===== src/rtl/pipe_collision.sv =====
// Obstacle/collision stage: two scrolling pipe columns with LFSR-driven gap heights,
// bird/pipe and bird/floor hit detection, pass scoring and the Stop level back to physics.
module pipe_collision #(
   parameter int unsigned SCREEN_H     = 480,
   parameter int unsigned PIPE_W       = 40,
   parameter int unsigned GAP_H        = 120,
   parameter int unsigned GAP_MIN      = 40,
   parameter int unsigned SPEED        = 2,
   parameter int unsigned PIPE_SPACING = 320,
   parameter int unsigned INIT_X0      = 640,
   parameter int unsigned INIT_X1      = 960,
   parameter int unsigned INIT_GAP     = 180
) (
   input  logic       Clk,
   input  logic       reset,
   input  logic       Start,
   input  logic       Ack,
   input  logic       FrameTick,
   input  logic [9:0] Bird_X_L,
   input  logic [9:0] Bird_X_R,
   input  logic [9:0] Bird_Y_T,
   input  logic [9:0] Bird_Y_B,
   output logic [9:0] Pipe0_X,
   output logic [9:0] Pipe1_X,
   output logic [9:0] Pipe0_GapTop,
   output logic [9:0] Pipe1_GapTop,
   output logic       Stop,
   output logic [7:0] Score,
   output logic       q_Idle,
   output logic       q_Run,
   output logic       q_Hit
);

   typedef enum logic [2:0] {
      S_IDLE = 3'b001,
      S_RUN  = 3'b010,
      S_HIT  = 3'b100
   } state_t;

   localparam logic [9:0]  X0_INIT  = 10'(INIT_X0);
   localparam logic [9:0]  X1_INIT  = 10'(INIT_X1);
   localparam logic [9:0]  GAP_INIT = 10'(INIT_GAP);
   localparam logic [9:0]  SPD      = 10'(SPEED);
   localparam logic [9:0]  SPACING  = 10'(PIPE_SPACING);
   localparam logic [9:0]  GMIN     = 10'(GAP_MIN);
   localparam logic [10:0] W11      = 11'(PIPE_W);
   localparam logic [10:0] GH11     = 11'(GAP_H);
   localparam logic [10:0] FLOOR11  = 11'(SCREEN_H);

   state_t     state_q, state_d;
   logic [9:0] x0_q, x0_d, x1_q, x1_d;
   logic [9:0] g0_q, g0_d, g1_q, g1_d;
   logic [7:0] score_q, score_d;
   logic [7:0] lfsr_q, lfsr_d;

   logic       hit0, hit1, floor_hit, any_hit;
   logic       resp0, resp1, pass0, pass1;
   logic [9:0] x1_dec, x0_mv, x1_mv, gap_new;
   logic [8:0] score_sum;
   logic [7:0] score_sat;

   // Compares are widened to 11 bits so X+PIPE_W and GapTop+GAP_H cannot wrap.
   function automatic logic pipe_hit(input logic [9:0] x, input logic [9:0] g,
                                     input logic [9:0] xl, input logic [9:0] xr,
                                     input logic [9:0] yt, input logic [9:0] yb);
      logic [10:0] right, bottom;
      right  = {1'b0, x} + W11 - 11'd1;
      bottom = {1'b0, g} + GH11 - 11'd1;
      return ({1'b0, xr} >= {1'b0, x}) && ({1'b0, xl} <= right) &&
             (({1'b0, yt} < {1'b0, g}) || ({1'b0, yb} > bottom));
   endfunction

   function automatic logic pipe_pass(input logic [9:0] x_old, input logic [9:0] x_new,
                                      input logic [9:0] xl);
      return (({1'b0, x_old} + W11) >= {1'b0, xl}) && (({1'b0, x_new} + W11) < {1'b0, xl});
   endfunction

   always_comb begin
      hit0      = pipe_hit(x0_q, g0_q, Bird_X_L, Bird_X_R, Bird_Y_T, Bird_Y_B);
      hit1      = pipe_hit(x1_q, g1_q, Bird_X_L, Bird_X_R, Bird_Y_T, Bird_Y_B);
      floor_hit = ({1'b0, Bird_Y_B} >= FLOOR11);
      any_hit   = hit0 | hit1 | floor_hit;
   end

   // Pipe 0 respawns behind pipe 1's moved position; pipe 1 respawns behind pipe 0's new one.
   always_comb begin
      resp0     = (x0_q < SPD);
      resp1     = (x1_q < SPD);
      x1_dec    = x1_q - SPD;
      x0_mv     = resp0 ? (x1_dec + SPACING) : (x0_q - SPD);
      x1_mv     = resp1 ? (x0_mv + SPACING) : x1_dec;
      gap_new   = GMIN + {2'b00, lfsr_q};
      pass0     = pipe_pass(x0_q, x0_mv, Bird_X_L);
      pass1     = pipe_pass(x1_q, x1_mv, Bird_X_L);
      score_sum = {1'b0, score_q} + {8'd0, pass0} + {8'd0, pass1};
      score_sat = score_sum[8] ? 8'hFF : score_sum[7:0];
   end

   always_comb begin
      state_d = state_q;
      x0_d    = x0_q;
      x1_d    = x1_q;
      g0_d    = g0_q;
      g1_d    = g1_q;
      score_d = score_q;
      lfsr_d  = {lfsr_q[6:0], lfsr_q[7] ^ lfsr_q[5] ^ lfsr_q[4] ^ lfsr_q[3]};
      case (state_q)
         S_IDLE: begin
            x0_d = X0_INIT;
            x1_d = X1_INIT;
            g0_d = GAP_INIT;
            g1_d = GAP_INIT;
            if (Start) begin
               state_d = S_RUN;
               score_d = '0;
            end
         end
         S_RUN: begin
            if (any_hit) begin
               state_d = S_HIT;
            end else if (FrameTick) begin
               x0_d    = x0_mv;
               x1_d    = x1_mv;
               if (resp0) g0_d = gap_new;
               if (resp1) g1_d = gap_new;
               score_d = score_sat;
            end
         end
         S_HIT: begin
            if (Ack) begin
               state_d = S_IDLE;
               x0_d    = X0_INIT;
               x1_d    = X1_INIT;
               g0_d    = GAP_INIT;
               g1_d    = GAP_INIT;
            end
         end
         default: state_d = S_IDLE;
      endcase
   end

   always_ff @(posedge Clk or posedge reset) begin
      if (reset) begin
         state_q <= S_IDLE;
         x0_q    <= X0_INIT;
         x1_q    <= X1_INIT;
         g0_q    <= GAP_INIT;
         g1_q    <= GAP_INIT;
         score_q <= '0;
         lfsr_q  <= 8'hA5;
      end else begin
         state_q <= state_d;
         x0_q    <= x0_d;
         x1_q    <= x1_d;
         g0_q    <= g0_d;
         g1_q    <= g1_d;
         score_q <= score_d;
         lfsr_q  <= lfsr_d;
      end
   end

   always_comb begin
      Pipe0_X      = x0_q;
      Pipe1_X      = x1_q;
      Pipe0_GapTop = g0_q;
      Pipe1_GapTop = g1_q;
      Score        = score_q;
      Stop         = (state_q == S_HIT);
      q_Idle       = (state_q == S_IDLE);
      q_Run        = (state_q == S_RUN);
      q_Hit        = (state_q == S_HIT);
   end

endmodule

===== config.mk =====
export PLATFORM = sky130hd
export DESIGN_NAME = pipe_collision
export DESIGN_NICKNAME = d
export VERILOG_FILES = /design/src/rtl/pipe_collision.sv
export SDC_FILE = /design/constraint.sdc
export NUM_CORES = 1
export LEC_CHECK = 0
export BUFFER_PORTS_ARGS = -buffer_cell sky130_fd_sc_hd__buf_2
export CAP_MARGIN = 20
export CORE_UTILIZATION = 60
export CTS_CLUSTER_DIAMETER = 100
export DETAILED_ROUTE_END_ITERATION = 8
export PLACE_DENSITY_LB_ADDON = 0.05
export RECOVER_POWER = 25
export SYNTH_ARGS = -nofsm -noshare
export SYNTH_HDL_FRONTEND = slang
export SYNTH_SLANG_ARGS = --single-unit

===== constraint.sdc =====
create_clock -name Clk -period 12.5 [get_ports Clk]
set_input_delay 1.25 -clock Clk [delete_from_list [all_inputs] [get_ports Clk]]
set_output_delay 1.25 -clock Clk [all_outputs]
set_load 0.01 [all_outputs]

### Word-level counts from Yosys, hierarchy flattened

Index checks and enable logic that the tools add are counted.

* register bits after elaboration: 59
* input bits: 45
* output and inout bits: 52
* logic and storage cells: 97

* add/sub/neg operators: 17
* order comparisons: 15
* equality and inequality tests: 10
* multiplexer cells: 28
* bitwise logic cells: 5
* reductions and logical operators: 15

Operators with widths (count)
* 2-to-1 mux 10 bit: 15
* one-hot mux 10 bit (3 select lines): 4
* adder 10 x 6 -> 11 bit (second input constant): 4
* subtractor 11 x 1 -> 11 bit (second input constant): 4
* 2-to-1 mux 8 bit: 4
* adder 10 x 7 -> 11 bit (second input constant): 2
* >= comparator 11 x 10 -> 1 bit: 2
* greater-than comparator 10 x 11 -> 1 bit: 2
* less-or-equal comparator 10 x 11 -> 1 bit: 2
* < comparator 11 x 10 -> 1 bit: 2
* adder 10 x 9 -> 10 bit (second input constant): 2
* >= comparator 10 bit: 2
* < comparator 10 bit: 2
* < comparator 10 x 2 -> 1 bit (second input constant): 2
* subtractor 10 x 2 -> 10 bit (second input constant): 2
* one-hot mux 8 bit (2 select lines): 1
* >= comparator 10 x 9 -> 1 bit (second input constant): 1
* AND reduction 5 bit: 2
* adder 6 x 8 -> 9 bit (first input constant): 1
* adder 8 x 1 -> 9 bit: 1
* adder 9 x 1 -> 9 bit: 1
* 2-to-1 mux 3 bit: 3
* one-hot mux 3 bit (3 select lines): 1
* != test 2 bit (second input constant): 4
* other kinds (12): 24

### Logic depth before layout (Yosys ltp)

* depth after elaboration: 13
* gate-level depth with buffers: 27
* mapped depth without buffers: 26

### Worst setup path before layout

Ideal clock, no wire load.

* path kind: reg-to-reg
* start point: reg x0_q[3], in the netlist Pipe0_X[3]
* end point: reg score_q[5], in the netlist Score[5]
* library setup time: 0.104 ns
* arrival time: 5.470 ns
* path slack: 6.927 ns
* cell stages (with the launch flop): 27
* buffers on the path: 2
* cells stage by stage: dfrtp_1 buf_6 or4_4 or4_4 buf_6 a211o_1 nand3_2 inv_2 ha_1 xor2_1 a21o_1 nor4_1 xnor2_1 ha_1 o21ai_0 nor4_1 nor3_1 o311ai_2 fa_1 inv_1 ha_1 nand2_1 nor2_1 and3_1 and3_1 o21ai_0 a221oi_1

* cells in the longest elaborated chain, start to end: 12

Ends and longest elaborated chain
* from (decl): line 51 `logic [9:0] x0_q, x0_d, x1_q, x1_d;`
* from (signal assigned): line 145 `x0_q <= X0_INIT;`
* from (signal assigned): line 153 `x0_q <= x0_d;`
* subtractor 10 x 2 -> 10 bit or < comparator 10 x 2 -> 1 bit (tied branches): line 90, 87
* 2-to-1 mux 10 bit: line 90 `x0_mv = resp0 ? (x1_dec + SPACING) : (x0_q - SPD);`
* adder 10 x 9 -> 10 bit: line 91 `x1_mv = resp1 ? (x0_mv + SPACING) : x1_dec;`
* 2-to-1 mux 10 bit: line 91
* adder 10 x 6 -> 11 bit: line 75 `return (({1'b0, x_old} + W11) >= {1'b0, xl}) && (({1'b0, x_new} + W11) < {1'b0, xl});`
* < comparator 11 x 10 -> 1 bit: line 75
* logical AND 1 bit: line 75
* adder 9 x 1 -> 9 bit: line 95 `score_sum = {1'b0, score_q} + {8'd0, pass0} + {8'd0, pass1};`
* 2-to-1 mux 8 bit: line 96 `score_sat = score_sum[8] ? 8'hFF : score_sum[7:0];`
* 2-to-1 mux 8 bit: line 121 `end else if (FrameTick) begin`
* 2-to-1 mux 8 bit: line 119 `if (any_hit) begin`
* one-hot mux 8 bit (2 select lines): line 107 `case (state_q)`
* to (signal assigned): line 157 `score_q <= score_d;`
* to (decl): line 53 `logic [7:0] score_q, score_d;`

Parallel ways exist; a longest one is shown, timed or not. The select of a mux whose other input is x is not followed.
A chain may end at the register's enable or synchronous reset.

### Worst setup path after layout

Ends and elaborated chain as after synthesis.

==> flow_summary_export.csv <==
group,metric,value,unit
status,outcome,"finished, violations left",
status,violations,"design-rule violations, max-capacitance violations, max-slew violations",
synth,post-synth-top-count-cell,"ha_1",
synth,syn_area_per_cell,8.59,um2
place,dp_slack,6.38,ns
timing,period_minus_slack,6.31,ns
floorplanning,dieArea,11500,um2
synth,synth_area_leader_cell,"ha_1",
grt,grtUsageMet1,49.3,%
clocking,path_clk_slew,0.09,ns
clocking,cts_resized,0,
grt,use_met2,54.5,%
route,drcViolationCount,1,
timing,tightest_slew,3.12,ns
place,post-dp-hpwl,15.6,mm
setup_path,worstPathArrival,6.56,ns
timing,hold_viol,0,
grt,grt_pass1_vias,6076,
grt,grt_pass1_wl,31.2,mm
grt,met3_usage,7.02,%
pwr,power.density,155,nW/um2
floorplanning,rows,38,
cells_and_area,n_antenna_cell,0,
floorplanning,die_x,107,um
clocking,htreeDepth,3,
timing,slew_viol_final,58,
grt,grt.total_usage,35.3,%
synth,synth_top_cell_area_share,25.0,%
clocking,postCtsSetupRepairBufs,0,
synth,yosysWarnings,0,
flow_run,max_cap_violations,1,
route,viasPerCell,6.25,
floorplanning,die-height,107,um
grt,grt_start_max_net_pins,58,
setup_path,end_kind,"flip-flop",
synth,synth_edf_count,0,
place,gp_congestion,0.974,
clocking,clock_latency,0.36,ns
grt,gr-total-overflow,0,
clocking,root_buffer,"clkbuf_8",
cells_and_area,syn_to_final_growth,11.4,%
timing,clock_skew,0.0173,ns
synth,ys_ff_latch,57,
setup_path,cp.required,12.75,ns
route,finalWirelength,19.3,mm
setup_path,cp-start-kind,"flip-flop",
min_path,min_path_type,"reg -> reg",
synth,ys_seq_area_share,21.8,%
setup_path,crit_type,"reg -> reg",
route,drt-initial-drc-count,531,
timing,finalSetupViolations,0,
route,num_vias,6283,
timing,setup_slack,6.19,ns
synth,synth_area_leaders,"ha_1 (25%), dfrtp_1 (14%), dfstp_2 (7.5%), xnor2_1 (7.2%), inv_1 (4.0%)",
route,ant_nets,0,
timing,rsz0062_at_grt,"false",
floorplanning,pin_count,97,
floorplanning,core,10800,um2
synth,async_flop_share,100,%
clocking,cts_tree,"yes",
synth,netlist_area,6650,um2
pwr,vdd_drop_max,0.165,mV
grt,busiest_layer,"met2",
timing,slew_headroom,-108,%
route,wl_per_cell,19.2,um
floorplanning,initial_core_util,61.3,%
route,dr.pass1.iters,9,
synth,syn_inst,774,
place,port_buffers,94,
timing,fin_crit_sh,50.5,%
cells_and_area,drive_gt1_share,18.3,%
synth,yosys-top-cells-count,"ha_1 (133), inv_1 (71), xnor2_1 (55)",
synth,synthDistinctLibCells,68,
grt,antenna_found_initial,0,
cells_and_area,final_nets,1039,
clocking,clock_sinks,57,
clocking,cts.path.max_buffers,2,
pwr,leakage,3.52,nW
setup_path,crit_fanout,11,
synth,synthFlopType,"dfrtp_1",
clocking,numCtsBuffers,9,
timing,fmax,158,MHz
clocking,holdBufCountCts,0,
timing,tns,0,ns
==> state kept, by name (all words and copies together) (netlist names) <==
name and flops:
Pipe0_GapTop 9, Pipe0_X 10, Pipe1_GapTop 9, Pipe1_X 10, Score 8, lfsr_q 8
state_q 3
==> path summary, 6_finish.rpt <==
kind / startpoint / endpoint / slack, ns / cells after the start
setup / recovery: Pipe0_X[3]$_DFFE_PP0P_ / Score[5]$_DFFE_PP0P_ / 6.19 / 24
hold / removal: lfsr_q[1]$_DFF_PP0_ / lfsr_q[2]$_DFF_PP1_ / 0.39 / 0
setup reg to reg: Pipe0_X[3]$_DFFE_PP0P_ / Score[5]$_DFFE_PP0P_ / 6.19 / 24
hold reg to reg: lfsr_q[1]$_DFF_PP0_ / lfsr_q[2]$_DFF_PP1_ / 0.39 / 0
max in group asynchronous: reset / Pipe0_GapTop[6]$_DFFE_PP0P_ / 8.66 / 3
min in group asynchronous: reset / lfsr_q[6]$_DFF_PP0_ / 2.07 / 3
==> layout make-up <==
cell class              count  area [um2]
well taps                 140         175
clock buffers               9         124
multi-input cells         621        4810
flip-flops and latches     57        1450
fillers                   921        3430
clock inverters             7        77.6
inverters                  73         274
repair buffers             98         497
==> where the power goes <==
part           internal [mW]  switching [mW]  leakage [nW]
Combinational          0.290           0.442          2.69
Sequential             0.200          0.0323         0.728
Clock                 0.0936          0.0869         0.100
==> metrics by stage <==
| stage | hold slack [ns] | cells | util, % | power (mW) | instance area, um2 |
|---|---|---|---|---|---|
| after detailed placement | 0.375 | 987 | 66.4 | 0.942 | 7200 |
| final | 0.387 | 1005 | 68.3 | 1.15 | 7410 |
| after global routing | 0.419 | 1005 | 68.3 | 1.24 | 7410 |
| after floorplan | 0.354 | 775 | - | 0.759 | 6650 |
| after global placement | 0.371 | 987 | 66.4 | 0.912 | 7200 |
| after CTS | 0.388 | 1003 | 68.2 | 1.13 | 7400 |
==> placed cells by master, fill, tap and decap left out, types with 5 or more instances in the layout <==
cell type	instances
nor4_1	7
a21oi_1	48
nand4_1	8
dfrtp_1	38
or2_2	5
nand2_1	47
o21ai_1	5
a21o_1	16
nand2b_1	8
xor2_1	16
dfstp_2	16
buf_2	94
nor2_1	36
nor2b_1	7
clkbuf_8	9
inv_1	71
o21a_1	8
o211ai_1	8
nor3_1	24
a211oi_1	9
nand3_1	26
a31oi_1	8
a22oi_1	5
o22ai_1	13
o31ai_1	7
o32a_1	5
xnor2_1	55
ha_1	133
o21ai_0	42
or3_1	8
==> cells by family after synthesis <==
kind of cell / Yosys count / synth area share (%)
AOI/OAI and AO/OA: 208 / 20.4
xor gates and xnor gates: 71 / 9.35
adders and majority gates: 134 / 25.3
buffers and inverters: 97 / 6.00
DFF: 57 / 21.8
muxes: 6 / 1.22
other: 1 / 0.0564
and+or+nand+nor: 200 / 15.9
==> critical path: stages (launching register included) <==
cell	delay (ns)
dfrtp_1	0.52
or4_4	0.62
nor4_2	0.69
nand4_1	0.20
nand3_2	0.16
inv_2	0.07
ha_1	0.22
xor2_1	0.17
a21o_1	0.26
nor4_1	0.31
xnor2_1	0.18
ha_1	0.26
o21ai_0	0.14
nor4_1	0.13
nor3_1	0.24
o311ai_2	0.18
fa_1	0.43
inv_1	0.08
ha_1	0.17
nand2_1	0.08
nor2_1	0.15
and3_1	0.25
and3_1	0.25
o21ai_0	0.14
a221oi_1	0.31
==> per-layer routing <==
layer / vias up / share of wire [%]
met4: 0 / 2.4
met5: - / 0
met1: 2992 / 45
met3: 39 / 8.3
li1: 2988 / -
met2: 264 / 44
(Power assumes the default switching activity.)
